File: config.mk
export PLATFORM = sky130hd
export DESIGN_NAME = calc_cmd_sender_flat
export DESIGN_NICKNAME = d
export VERILOG_FILES = /design/src/rtl/calc_cmd_sender_if.sv /design/src/rtl/calc_cmd_sender.sv /design/src/flat_wrapper.sv
export SDC_FILE = /design/constraint.sdc
export NUM_CORES = 1
export LEC_CHECK = 0
export ABC_AREA = 0
export CORE_MARGIN = 2
export CORE_UTILIZATION = 30
export DETAILED_ROUTE_END_ITERATION = 8
export GPL_ROUTABILITY_DRIVEN = 0
export SLEW_MARGIN = 10
export SYNTH_ARGS = -nofsm -noshare
export SYNTH_HDL_FRONTEND = slang
export SYNTH_SLANG_ARGS = --single-unit
File: constraint.sdc
create_clock -name clock -period 7.2 [get_ports clock]
set_input_delay 0.72 -clock clock [delete_from_list [all_inputs] [get_ports clock]]
set_output_delay 0.72 -clock clock [all_outputs]
set_load 0.01 [all_outputs]
File: src/rtl/calc_cmd_sender_if.sv
// Handshake and command bus between a requester and the calculator command sender.
interface calc_cmd_sender_if;
  logic        start;
  logic [26:0] a;
  logic [26:0] b;
  logic [1:0]  op;
  logic [3:0]  cmd;
  logic        cmd_valid;
  logic        busy;
  logic        done;
  logic        err;

  modport master (
    output start, a, b, op,
    input  cmd, cmd_valid, busy, done, err
  );

  modport slave (
    input  start, a, b, op,
    output cmd, cmd_valid, busy, done, err
  );
endinterface

File: src/rtl/calc_cmd_sender.sv
// Converts two binary operands to BCD and keys them into a calculator as a
// command stream: F, digits of A, op, digits of B, E, with GAP NOP cycles
// after every command.
//
// state    | meaning
// ---------+-------------------------------------------------------------
// IDLE     | waiting for start; operands captured on acceptance
// CONV     | 27-cycle double-dabble of both operands in parallel
// SEND     | one command on cmd with cmd_valid=1
// GAP_WAIT | NOP cycles after each command
// FIN      | one-cycle done pulse after the sequence
// ERR      | one-cycle done pulse with err set, no commands emitted
module calc_cmd_sender #(
  parameter int GAP = 1
) (
  input  logic              clock,
  input  logic              reset,
  calc_cmd_sender_if.slave  bus
);

  typedef enum logic [2:0] {IDLE, CONV, SEND, GAP_WAIT, FIN, ERR} state_t;

  localparam logic [26:0] MAX_OPERAND = 27'd99_999_999;
  localparam logic [2:0]  GAP_RELOAD  = (GAP > 0) ? 3'(GAP - 1) : 3'd0;
  localparam logic [3:0]  CMD_NOP     = 4'hD;
  localparam logic [3:0]  CMD_CLR     = 4'hF;
  localparam logic [3:0]  CMD_RES     = 4'hE;
  localparam logic [3:0]  CMD_PLUS    = 4'hA;

  state_t      state, state_d;
  logic [26:0] bin_a, bin_b;
  logic [31:0] bcd_a, bcd_b;
  logic [31:0] adj_a, adj_b;
  logic [1:0]  op_q;
  logic [4:0]  conv_cnt;
  logic [4:0]  idx;
  logic [2:0]  gap_cnt;
  logic        err_q;
  logic        illegal;
  logic        last_cmd;
  logic [3:0]  n_a, n_b;
  logic [4:0]  n_a_ext, n_b_ext, n_cmds;
  logic [3:0]  cmd_sel;

  // Double-dabble correction: every BCD digit of 5 or more gets +3 before the shift.
  function automatic logic [31:0] dd_adjust(input logic [31:0] bcd);
    logic [31:0] r;
    for (int i = 0; i < 8; i++) begin
      r[4*i +: 4] = (bcd[4*i +: 4] >= 4'd5) ? bcd[4*i +: 4] + 4'd3 : bcd[4*i +: 4];
    end
    return r;
  endfunction

  // Number of significant digits; zero still sends one digit.
  function automatic logic [3:0] sig_digits(input logic [31:0] bcd);
    logic [3:0] n;
    n = 4'd1;
    for (int i = 1; i < 8; i++) begin
      if (bcd[4*i +: 4] != 4'd0) n = 4'(i + 1);
    end
    return n;
  endfunction

  assign illegal  = (bus.a > MAX_OPERAND) | (bus.b > MAX_OPERAND) | (bus.op == 2'b11);
  assign adj_a    = dd_adjust(bcd_a);
  assign adj_b    = dd_adjust(bcd_b);
  assign n_a      = sig_digits(bcd_a);
  assign n_b      = sig_digits(bcd_b);
  assign n_a_ext  = {1'b0, n_a};
  assign n_b_ext  = {1'b0, n_b};
  assign n_cmds   = n_a_ext + n_b_ext + 5'd3;
  assign last_cmd = (idx == n_cmds - 5'd1);
  assign bus.err  = err_q;

  // Command for the current index, selected purely from registered operand state.
  always_comb begin
    cmd_sel = CMD_RES;
    if (idx == 5'd0)
      cmd_sel = CMD_CLR;
    else if (idx <= n_a_ext)
      cmd_sel = bcd_a[{3'(n_a_ext - idx), 2'b00} +: 4];
    else if (idx == n_a_ext + 5'd1)
      cmd_sel = CMD_PLUS + {2'b00, op_q};
    else if (idx < n_cmds - 5'd1)
      cmd_sel = bcd_b[{3'(n_a_ext + n_b_ext + 5'd1 - idx), 2'b00} +: 4];
  end

  // State register.
  always_ff @(posedge clock or posedge reset) begin
    if (reset) state <= IDLE;
    else       state <= state_d;
  end

  // Next-state and output decode.
  always_comb begin
    state_d       = state;
    bus.cmd       = CMD_NOP;
    bus.cmd_valid = 1'b0;
    bus.busy      = 1'b0;
    bus.done      = 1'b0;
    case (state)
      IDLE: begin
        if (bus.start) state_d = illegal ? ERR : CONV;
      end
      CONV: begin
        bus.busy = 1'b1;
        if (conv_cnt == 5'd0) state_d = SEND;
      end
      SEND: begin
        bus.busy      = 1'b1;
        bus.cmd       = cmd_sel;
        bus.cmd_valid = 1'b1;
        if (GAP != 0)     state_d = GAP_WAIT;
        else if (last_cmd) state_d = FIN;
      end
      GAP_WAIT: begin
        bus.busy = 1'b1;
        if (gap_cnt == 3'd0) state_d = last_cmd ? FIN : SEND;
      end
      FIN: begin
        bus.done = 1'b1;
        state_d  = IDLE;
      end
      ERR: begin
        bus.done = 1'b1;
        state_d  = IDLE;
      end
      default: state_d = IDLE;
    endcase
  end

  // Operand capture, conversion, command index, gap timer and sticky error.
  always_ff @(posedge clock or posedge reset) begin
    if (reset) begin
      bin_a    <= '0;
      bin_b    <= '0;
      bcd_a    <= '0;
      bcd_b    <= '0;
      op_q     <= '0;
      conv_cnt <= '0;
      idx      <= '0;
      gap_cnt  <= '0;
      err_q    <= 1'b0;
    end else begin
      case (state)
        IDLE: begin
          if (bus.start) begin
            bin_a    <= bus.a;
            bin_b    <= bus.b;
            op_q     <= bus.op;
            bcd_a    <= '0;
            bcd_b    <= '0;
            conv_cnt <= 5'd26;
            idx      <= '0;
            gap_cnt  <= '0;
            err_q    <= illegal;
          end
        end
        CONV: begin
          bcd_a    <= (adj_a << 1) | {31'd0, bin_a[26]};
          bcd_b    <= (adj_b << 1) | {31'd0, bin_b[26]};
          bin_a    <= bin_a << 1;
          bin_b    <= bin_b << 1;
          conv_cnt <= conv_cnt - 5'd1;
        end
        SEND: begin
          if (GAP != 0)      gap_cnt <= GAP_RELOAD;
          else if (!last_cmd) idx    <= idx + 5'd1;
        end
        GAP_WAIT: begin
          if (gap_cnt == 3'd0) begin
            if (!last_cmd) idx <= idx + 5'd1;
          end else begin
            gap_cnt <= gap_cnt - 3'd1;
          end
        end
        default: ;
      endcase
    end
  end

endmodule

File: src/flat_wrapper.sv
// flat-port wrapper written by rule: the top's interface ports become plain ports
module calc_cmd_sender_flat 
#(
  parameter int GAP = 1
)
  (clock, reset, bus_start, bus_a, bus_b, bus_op, bus_cmd, bus_cmd_valid, bus_busy, bus_done, bus_err);
  calc_cmd_sender_if bus_i ();
  input  logic clock;
  input  logic reset;
  input wire logic [$bits(bus_i.start)-1:0] bus_start;
  input wire logic [$bits(bus_i.a)-1:0] bus_a;
  input wire logic [$bits(bus_i.b)-1:0] bus_b;
  input wire logic [$bits(bus_i.op)-1:0] bus_op;
  output wire logic [$bits(bus_i.cmd)-1:0] bus_cmd;
  output wire logic [$bits(bus_i.cmd_valid)-1:0] bus_cmd_valid;
  output wire logic [$bits(bus_i.busy)-1:0] bus_busy;
  output wire logic [$bits(bus_i.done)-1:0] bus_done;
  output wire logic [$bits(bus_i.err)-1:0] bus_err;
  assign bus_i.start = bus_start;
  assign bus_i.a = bus_a;
  assign bus_i.b = bus_b;
  assign bus_i.op = bus_op;
  assign bus_cmd = bus_i.cmd;
  assign bus_cmd_valid = bus_i.cmd_valid;
  assign bus_busy = bus_i.busy;
  assign bus_done = bus_i.done;
  assign bus_err = bus_i.err;
  calc_cmd_sender #(.GAP(GAP)) u_core (.clock(clock), .reset(reset), .bus(bus_i));
endmodule
==> impl_metrics.py <==
metrics = {
    "floorplan": {
        "fp-row-count": 61,
        "die_w_um": 172.2,
        "die_h_um": 172.2,
        "dieArea_mm2": 0.02964,
        "io_pins": 67,
        "core_mm2": 0.02778,
        "initial_core_util": 0.3054,
    },
    "run": {
        "cap_viol_max_count": 0,
    },
    "drt": {
        "drc_errors": 0,
        "viasPerCell": 5.159,
        "first_iter_violations": 477,
        "num_vias": 7078,
        "ant_nets": 0,
        "firstDrtPassIters": 5,
        "drt_wl_total_um": 21170,
        "wl_per_cell_um": 15.43,
    },
    "worst_setup_path": {
        "end_kind": "primary output",
        "cp.required_ns": 6.48,
        "cp_max_fo": 5,
        "worst_ep_arrival_time_ns": 5.48,
        "start_kind": "flip-flop",
        "critical_path_class": "reg -> out",
    },
    "synthesis": {
        "syn_area_mm2": 0.008483,
        "synth-edff-count": 0,
        "yosys.area.top_type_share": 0.4041,
        "synth_top_family_by_area": "compound AO/OA/AOI/OAI gates",
        "synth_seq_cells": 137,
        "muxShareOfSynthArea": 0.05162,
        "synth_flop_cell": "dfrtp_1",
        "yosysSeqAreaShare": 0.4041,
        "synthSimpleGateAreaFrac": 0.1804,
        "avgSynthCellArea_um2": 9.054,
        "synth_xor_area_frac": 0.03673,
        "postSynthCellCount": 937,
        "async_flop_share": 1.000,
        "ys_top_cells_by_count": "nand2_1, dfrtp_1, nor2_1",
        "ys_types": 62,
        "synth_fa_ha_area_frac": 0.09617,
        "synth_area_leader_cell": "dfrtp_1",
        "synth-compound-area-share": 0.1879,
        "synth_most_common_cell": "nand2_1",
        "ys_warn_count": 0,
        "synth_area_leaders": "dfrtp_1, ha_1, nand2_1, mux4_2, nor2_1",
        "synth.net_count": 1060,
    },
    "cts": {
        "postCtsSetupBuffers": 0,
        "path_clk_slew_ns": 0.06,
        "cts-resized-gates": 0,
        "clockBufferDepth": 2,
        "htree_levels": 4,
        "worstSkewPairLatency_ns": 0.43,
        "cts_tree": "done",
        "cts_root_buffer": "clkbuf_16",
        "hold_buffers": 0,
        "cts_sinks": 137,
        "cts_inserted_buffers": 17,
    },
    "timing": {
        "worstMarginPinSlew_ns": 0.9629,
        "finalHoldViolCount": 0,
        "period_share": 0.8613,
        "rsz0062_at_grt": "false",
        "finalMaxSlewViolations": 0,
        "slew_headroom": 0.3581,
        "skew_ns": 0.01384,
        "max_freq_mhz": 161.2,
        "period_needed_ns": 6.202,
        "setup_viol": 0,
        "setup_tns_ns": 0,
    },
    "grt": {
        "grtUsageTotal": 0.1500,
        "grt_pass1_wl_um": 35380,
        "gr-total-overflow": 0,
        "grt_antenna_before_repair": 1,
        "grt_start_max_net_pins": 89,
        "first_global_vias": 6787,
    },
    "outcome": {
        "status": "finished, final reports clean",
    },
    "layout": {
        "nets": 1104,
        "layout-drive-gt1-share": 0.06539,
        "diodes": 0,
        "fin_area_mm2": 0.01010,
        "area_growth_syn_to_layout_pct": 19.03,
    },
    "place": {
        "dp_hpwl_um": 14300,
        "placed_area_mm2": 0.009509,
        "port_buffers": 66,
    },
    "hold_path": {
        "hold_class": "reg -> reg",
    },
}
==> critical path, stage by stage (launching register included) <==
cell	delay (ns)
dfrtp_1	0.40
inv_1	0.13
ha_1	0.22
nor3b_1	0.39
a21boi_0	0.15
o21ai_0	0.27
inv_1	0.13
ha_1	0.23
fa_1	0.59
inv_1	0.07
ha_1	0.29
inv_1	0.05
ha_1	0.20
xnor3_1	0.21
xor2_1	0.37
mux2_1	0.37
or3_1	0.32
a31o_1	0.21
clkdlybuf4s50_1	0.47
==> path summary, 6_finish.rpt <==
check,slack [ns],end,cells past startpoint,from
worst max register to register,2.05,u_core.idx[3]$_DFFE_PP0P_,20,u_core.bcd_a[24]$_DFFE_PP0P_
worst min-delay path,0.50,u_core.bcd_a[0]$_DFFE_PP0P_,2,u_core.bin_a[26]$_DFFE_PP0P_
worst min register to register,0.50,u_core.bcd_a[0]$_DFFE_PP0P_,2,u_core.bin_a[26]$_DFFE_PP0P_
max in group asynchronous,5.02,u_core.bcd_a[23]$_DFFE_PP0P_,3,reset
min in group asynchronous,0.76,u_core.bin_b[21]$_DFFE_PP0P_,2,reset
worst max-delay path,1.0,bus_cmd[2],18,u_core.bcd_a[16]$_DFFE_PP0P_
==> cells in the final DEF, fill, tap and decap left out, drive strengths merged, types with 10 or more instances in the layout <==
cell type	instances
clkbuf	20
mux4	16
inv	51
xnor2	20
nor3b	15
xor2	13
ha	62
dfrtp	137
o31ai	19
nand4	10
nand2b	19
a32o	17
a31oi	57
o21ai	50
o22ai	26
nor2	96
clkdlybuf4s50	66
nand2	154
a21oi	50
==> sequential cells by signal, summed over array words and instances (netlist names) <==
register,flops
u_core.bcd_a,32
u_core.bcd_b,32
u_core.bin_a,27
u_core.bin_b,27
u_core.conv_cnt,5
u_core.idx,5
u_core.gap_cnt,3
u_core.state,3
u_core.op_q,2
u_core.bus.err,1
==> final cells by class <==
| type | count | area [um^2] |
|---|---|---|
| clock buffers | 20 | 446.7 |
| clock inverters | 12 | 141.4 |
| fillers | 2830 | 17680 |
| inverters | 48 | 186.4 |
| multi-input cells | 704 | 4708 |
| flip-flops and latches | 137 | 3428 |
| well taps | 378 | 473.0 |
| repair buffers | 73 | 713.2 |
==> routing by layer <==
metal,global-route usage,up-vias,part of all wire
li1,-,3441,-
met5,0,-,0
met1,0.2220,3464,0.51
met4,0.02594,0,0.0060
met3,0.03090,7,0.050
met2,0.2280,166,0.43
==> per-stage QoR <==
stage / setup WS (ns) / cells / hold WS (ns) / util
detailed placement: 1.460 / 1340 / 0.4775 / 0.3423
floorplan: 2.213 / 937 / 0.4388 / -
finish: 0.9984 / 1372 / 0.4979 / 0.3634
global placement: 1.560 / 1340 / 0.4792 / 0.3423
global route: 0.4662 / 1372 / 0.5114 / 0.3634
CTS: 0.9946 / 1372 / 0.5041 / 0.3634
==> logic make-up (layout without fill, tap and decap cells) <==
logic type | Yosys count | after routing
and+or+nand+nor | 335 | 335
AOI/OAI and AO/OA | 248 | 248
DFF | 137 | 137
buffers and inverters | 96 | 153
adders and majority gates | 64 | 64
xor gates and xnor gates | 34 | 34
muxes | 23 | 23
Power is not shown: default switching activity piles up to over one toggle a cycle in this logic, so the estimate is an artifact.
==> edit 1: new RTL, same flow settings <==
The localparam `MAX_OPERAND` goes from 27'd99_999_999 to 27'd74999999.
--- a/src/rtl/calc_cmd_sender.sv
+++ b/src/rtl/calc_cmd_sender.sv
@@ -20,7 +20,7 @@
 
   typedef enum logic [2:0] {IDLE, CONV, SEND, GAP_WAIT, FIN, ERR} state_t;
 
-  localparam logic [26:0] MAX_OPERAND = 27'd99_999_999;
+  localparam logic [26:0] MAX_OPERAND = 27'd74999999;
   localparam logic [2:0]  GAP_RELOAD  = (GAP > 0) ? 3'(GAP - 1) : 3'd0;
   localparam logic [3:0]  CMD_NOP     = 4'hD;
   localparam logic [3:0]  CMD_CLR     = 4'hF;
Behaviour: not the same (a bounded check fails within 4 cycles, from zero or initial values and one cycle with reset high).
==> edit 1 against the unedited design <==
- worst setup slack better by 49 ps
- fmax up 0.80%
- design area increased by 0.98%
- sequential cell count unchanged
- global-route usage fell by 0.33 points
- wire length up 0.40%
- area after synthesis up 0.96%
- critical path depth fell by 1
- cell count is 0.44% higher
- clock skew decreased by 4.0 ps
- critical endpoint is now bus_cmd[0]
- highest routed layer unchanged
Power is not shown: default switching activity piles up to over one toggle a cycle in this logic, so the estimate is an artifact.
==> edit 1: results (changes against the unedited design) <==
The met3 routed wirelength was 1113 µm (was 1066 µm); the area fraction of clock buffers and clock inverters was 6.062% (was 5.824%). The number of fill cells in the layout was 2,884 (was 2,830). The total standard cell area after synthesis is 8564 µm² (was 8483 µm²), and the global routing met3 resource utilization is 3.716% (was 3.090%). The count of multi-input gates was 710 (was 704). The tools report the met1 track utilization from global routing as 20.63% (was 22.20%). For the met2 capacity usage during global routing, the log shows 22.48% (was 22.80%).

For the number of clock buffers in the layout, the log shows 23 (was 20). The tools report the maximum number of pins on one net before global-route repair as 112 (was 89). The tools report the post-route met1 wirelength as 10,670 µm (was 10,780 µm). For the total global-route track usage, the log shows 14.67% (was 15.00%). The logs give 9290 µm (was 9196 µm) for the wire length on met2 and 1,110 (was 1,104) for the total number of nets in the final design.

The post-detailed-placement cell area is 9578 µm² (was 9509 µm²). Cell types occupying the most area after synthesis: sky130_fd_sc_hd__dfrtp_1 40%, sky130_fd_sc_hd__ha_1 9.1%, sky130_fd_sc_hd__nand2_1 6.7%, sky130_fd_sc_hd__a31oi_1 4.4%, sky130_fd_sc_hd__nor2_1 4.4% (was sky130_fd_sc_hd__dfrtp_1 40%, sky130_fd_sc_hd__ha_1 9.1%, sky130_fd_sc_hd__nand2_1 6.8%, sky130_fd_sc_hd__mux4_2 4.2%, sky130_fd_sc_hd__nor2_1 4.2%). The logs give 9.808 ps (was 13.84 ps) for the worst clock skew and 1,378 (was 1,372) for the final non-filler cell total. The relative slew slack came out at 31.82% (was 35.81%). The unique cell type count in the Yosys netlist is 65 (was 62), and the via count of the first global-routing pass is 7,114 (was 6,787).

The flow ran to the end, and the final reports show no timing, DRC or antenna violations. The fraction of area in registers was 33.62% (was 33.95%). Average routed wire per standard cell: 15.42 µm (was 15.43 µm).

The fraction of standard cell area in multi-input logic came out at 46.85% (was 46.63%).
==> edit 1: worst paths after layout <==
path | startpoint | to | slack [ps] | cells past startpoint
min in group asynchronous | reset | u_core.bin_a[11]$_DFFE_PP0P_ | 810 | 2
max in group asynchronous | reset | u_core.bcd_b[19]$_DFFE_PP0P_ | 5210 | 3
setup / recovery | u_core.bcd_a[16]$_DFFE_PP0P_ | bus_cmd[0] | 1050 | 17
hold / removal | u_core.op_q[0]$_DFFE_PP0P_ | u_core.op_q[0]$_DFFE_PP0P_ | 480 | 2
hold reg to reg | u_core.op_q[0]$_DFFE_PP0P_ | u_core.op_q[0]$_DFFE_PP0P_ | 480 | 2
setup reg to reg | u_core.bcd_a[24]$_DFFE_PP0P_ | u_core.idx[4]$_DFFE_PP0P_ | 2250 | 20
==> edit 1: kinds of logic after synthesis <==
group	share of synthesized area (%)
simple gates	17.47
compound gates	18.95
flops	40.03
buf+inv	4.383
fa+ha+maj	9.525
xor+xnor	4.485
mux	5.157
==> edit 2: new RTL, config.mk and constraints unchanged <==
Made on the original files. Re-encode `state_t` (6 states) as one-hot, 6 bits wide.
--- a/src/rtl/calc_cmd_sender.sv
+++ b/src/rtl/calc_cmd_sender.sv
@@ -18,7 +18,7 @@
   calc_cmd_sender_if.slave  bus
 );
 
-  typedef enum logic [2:0] {IDLE, CONV, SEND, GAP_WAIT, FIN, ERR} state_t;
+  typedef enum logic [5:0] {IDLE = 6'b000001, CONV = 6'b000010, SEND = 6'b000100, GAP_WAIT = 6'b001000, FIN = 6'b010000, ERR = 6'b100000} state_t;
 
   localparam logic [26:0] MAX_OPERAND = 27'd99_999_999;
   localparam logic [2:0]  GAP_RELOAD  = (GAP > 0) ? 3'(GAP - 1) : 3'd0;
Check against the original RTL: same outputs for any inputs over 10 cycles, from zero or initial values and one cycle with reset high; not proved beyond that.
==> edit 2 against the unedited design <==
- sequential cell count grew 3
- synthesized cell count shrank 0.21%
- first-iteration DRC count grew 12%
- area after synthesis grew 2.2%
- non-clock buffer count is the same
- design area grew 1.4%
- wire length shrank 0.63%
- sequential share of layout area grew 0.28 points
- worst setup slack lost 54 ps
==> edit 2: results (changes against the unedited design) <==
The post-route met1 wirelength was 10,470 µm (was 10,780 µm). The run gives 536 (was 477) as the number of DRC markers after the initial detailed-route iteration. Summing internal, switching and leakage power gives 2.586 mW. The run gives 1,100 (was 1,104) as the total number of nets in the final design. The via count of the first global-routing pass is 6,837 (was 6,787), and the xor/xnor cell area share of the yosys netlist is 4.273% (was 3.673%). The achievable clock frequency came out at 0.1598 GHz (was 0.1612 GHz). The chip width is 174.0 µm (was 172.2 µm), and the first-pass GRT wire length is 35,410 µm (was 35,380 µm). The worst setup path endpoint was bus_cmd[1] (was bus_cmd[2]). The detailed-placement wirelength estimate came out at 14,400 µm (was 14,300 µm). Met1 track utilization from global routing: 20.94% (was 22.20%). The hold path endpoint is u_core.bin_b[10]$_DFFE_PP0P_ (was u_core.bcd_a[0]$_DFFE_PP0P_). The non-clock buffer area fraction after layout was 6.966% (was 7.063%); the count of mapped cells out of synthesis was 935 (was 937). The logs give 3.456% (was 3.090%) for the global routing met3 resource utilization and 140 (was 137) for the number of sequential storage elements.

The source of the worst register-to-register timing path is u_core.bcd_a[16]$_DFFE_PP0P_ (was u_core.bcd_a[24]$_DFFE_PP0P_). The met3 routed wirelength is 1186 µm (was 1066 µm), and the endpoint arrival time on the critical path is 5540 ps (was 5480 ps). The area fraction of clock buffers and clock inverters was 5.450% (was 5.824%); the measured slew at the worst slew-check pin was 1066 ps (was 962.9 ps).

The area occupied by multi-input gates came out at 4781 µm² (was 4708 µm²). The tools report the worst reg-to-reg setup slack as 2890 ps (was 2050 ps). Cell types occupying the most area after synthesis: sky130_fd_sc_hd__dfrtp_1 40%, sky130_fd_sc_hd__ha_1 8.5%, sky130_fd_sc_hd__nand2_1 4.8%, sky130_fd_sc_hd__o21ai_0 3.9%, sky130_fd_sc_hd__mux4_2 3.6% (was sky130_fd_sc_hd__dfrtp_1 40%, sky130_fd_sc_hd__ha_1 9.1%, sky130_fd_sc_hd__nand2_1 6.8%, sky130_fd_sc_hd__mux4_2 4.2%, sky130_fd_sc_hd__nor2_1 4.2%). The flow ran to the end, and the final reports show no timing, DRC or antenna violations.
-- edit 2: worst max-delay path: stages (launching register included) --
cell and delay [ps]:
sky130_fd_sc_hd__dfrtp_1 430, sky130_fd_sc_hd__inv_1 110, sky130_fd_sc_hd__ha_1 230, sky130_fd_sc_hd__nor3b_1 330, sky130_fd_sc_hd__a21oi_1 130, sky130_fd_sc_hd__o21ai_0 250, sky130_fd_sc_hd__inv_1 140, sky130_fd_sc_hd__ha_1 250
sky130_fd_sc_hd__fa_1 560, sky130_fd_sc_hd__inv_1 60, sky130_fd_sc_hd__ha_1 280, sky130_fd_sc_hd__inv_1 60, sky130_fd_sc_hd__ha_1 500, sky130_fd_sc_hd__mux4_2 540, sky130_fd_sc_hd__nor2b_1 140, sky130_fd_sc_hd__a211oi_1 260
sky130_fd_sc_hd__mux2i_1 120, sky130_fd_sc_hd__o31a_1 260, sky130_fd_sc_hd__clkdlybuf4s50_1 480
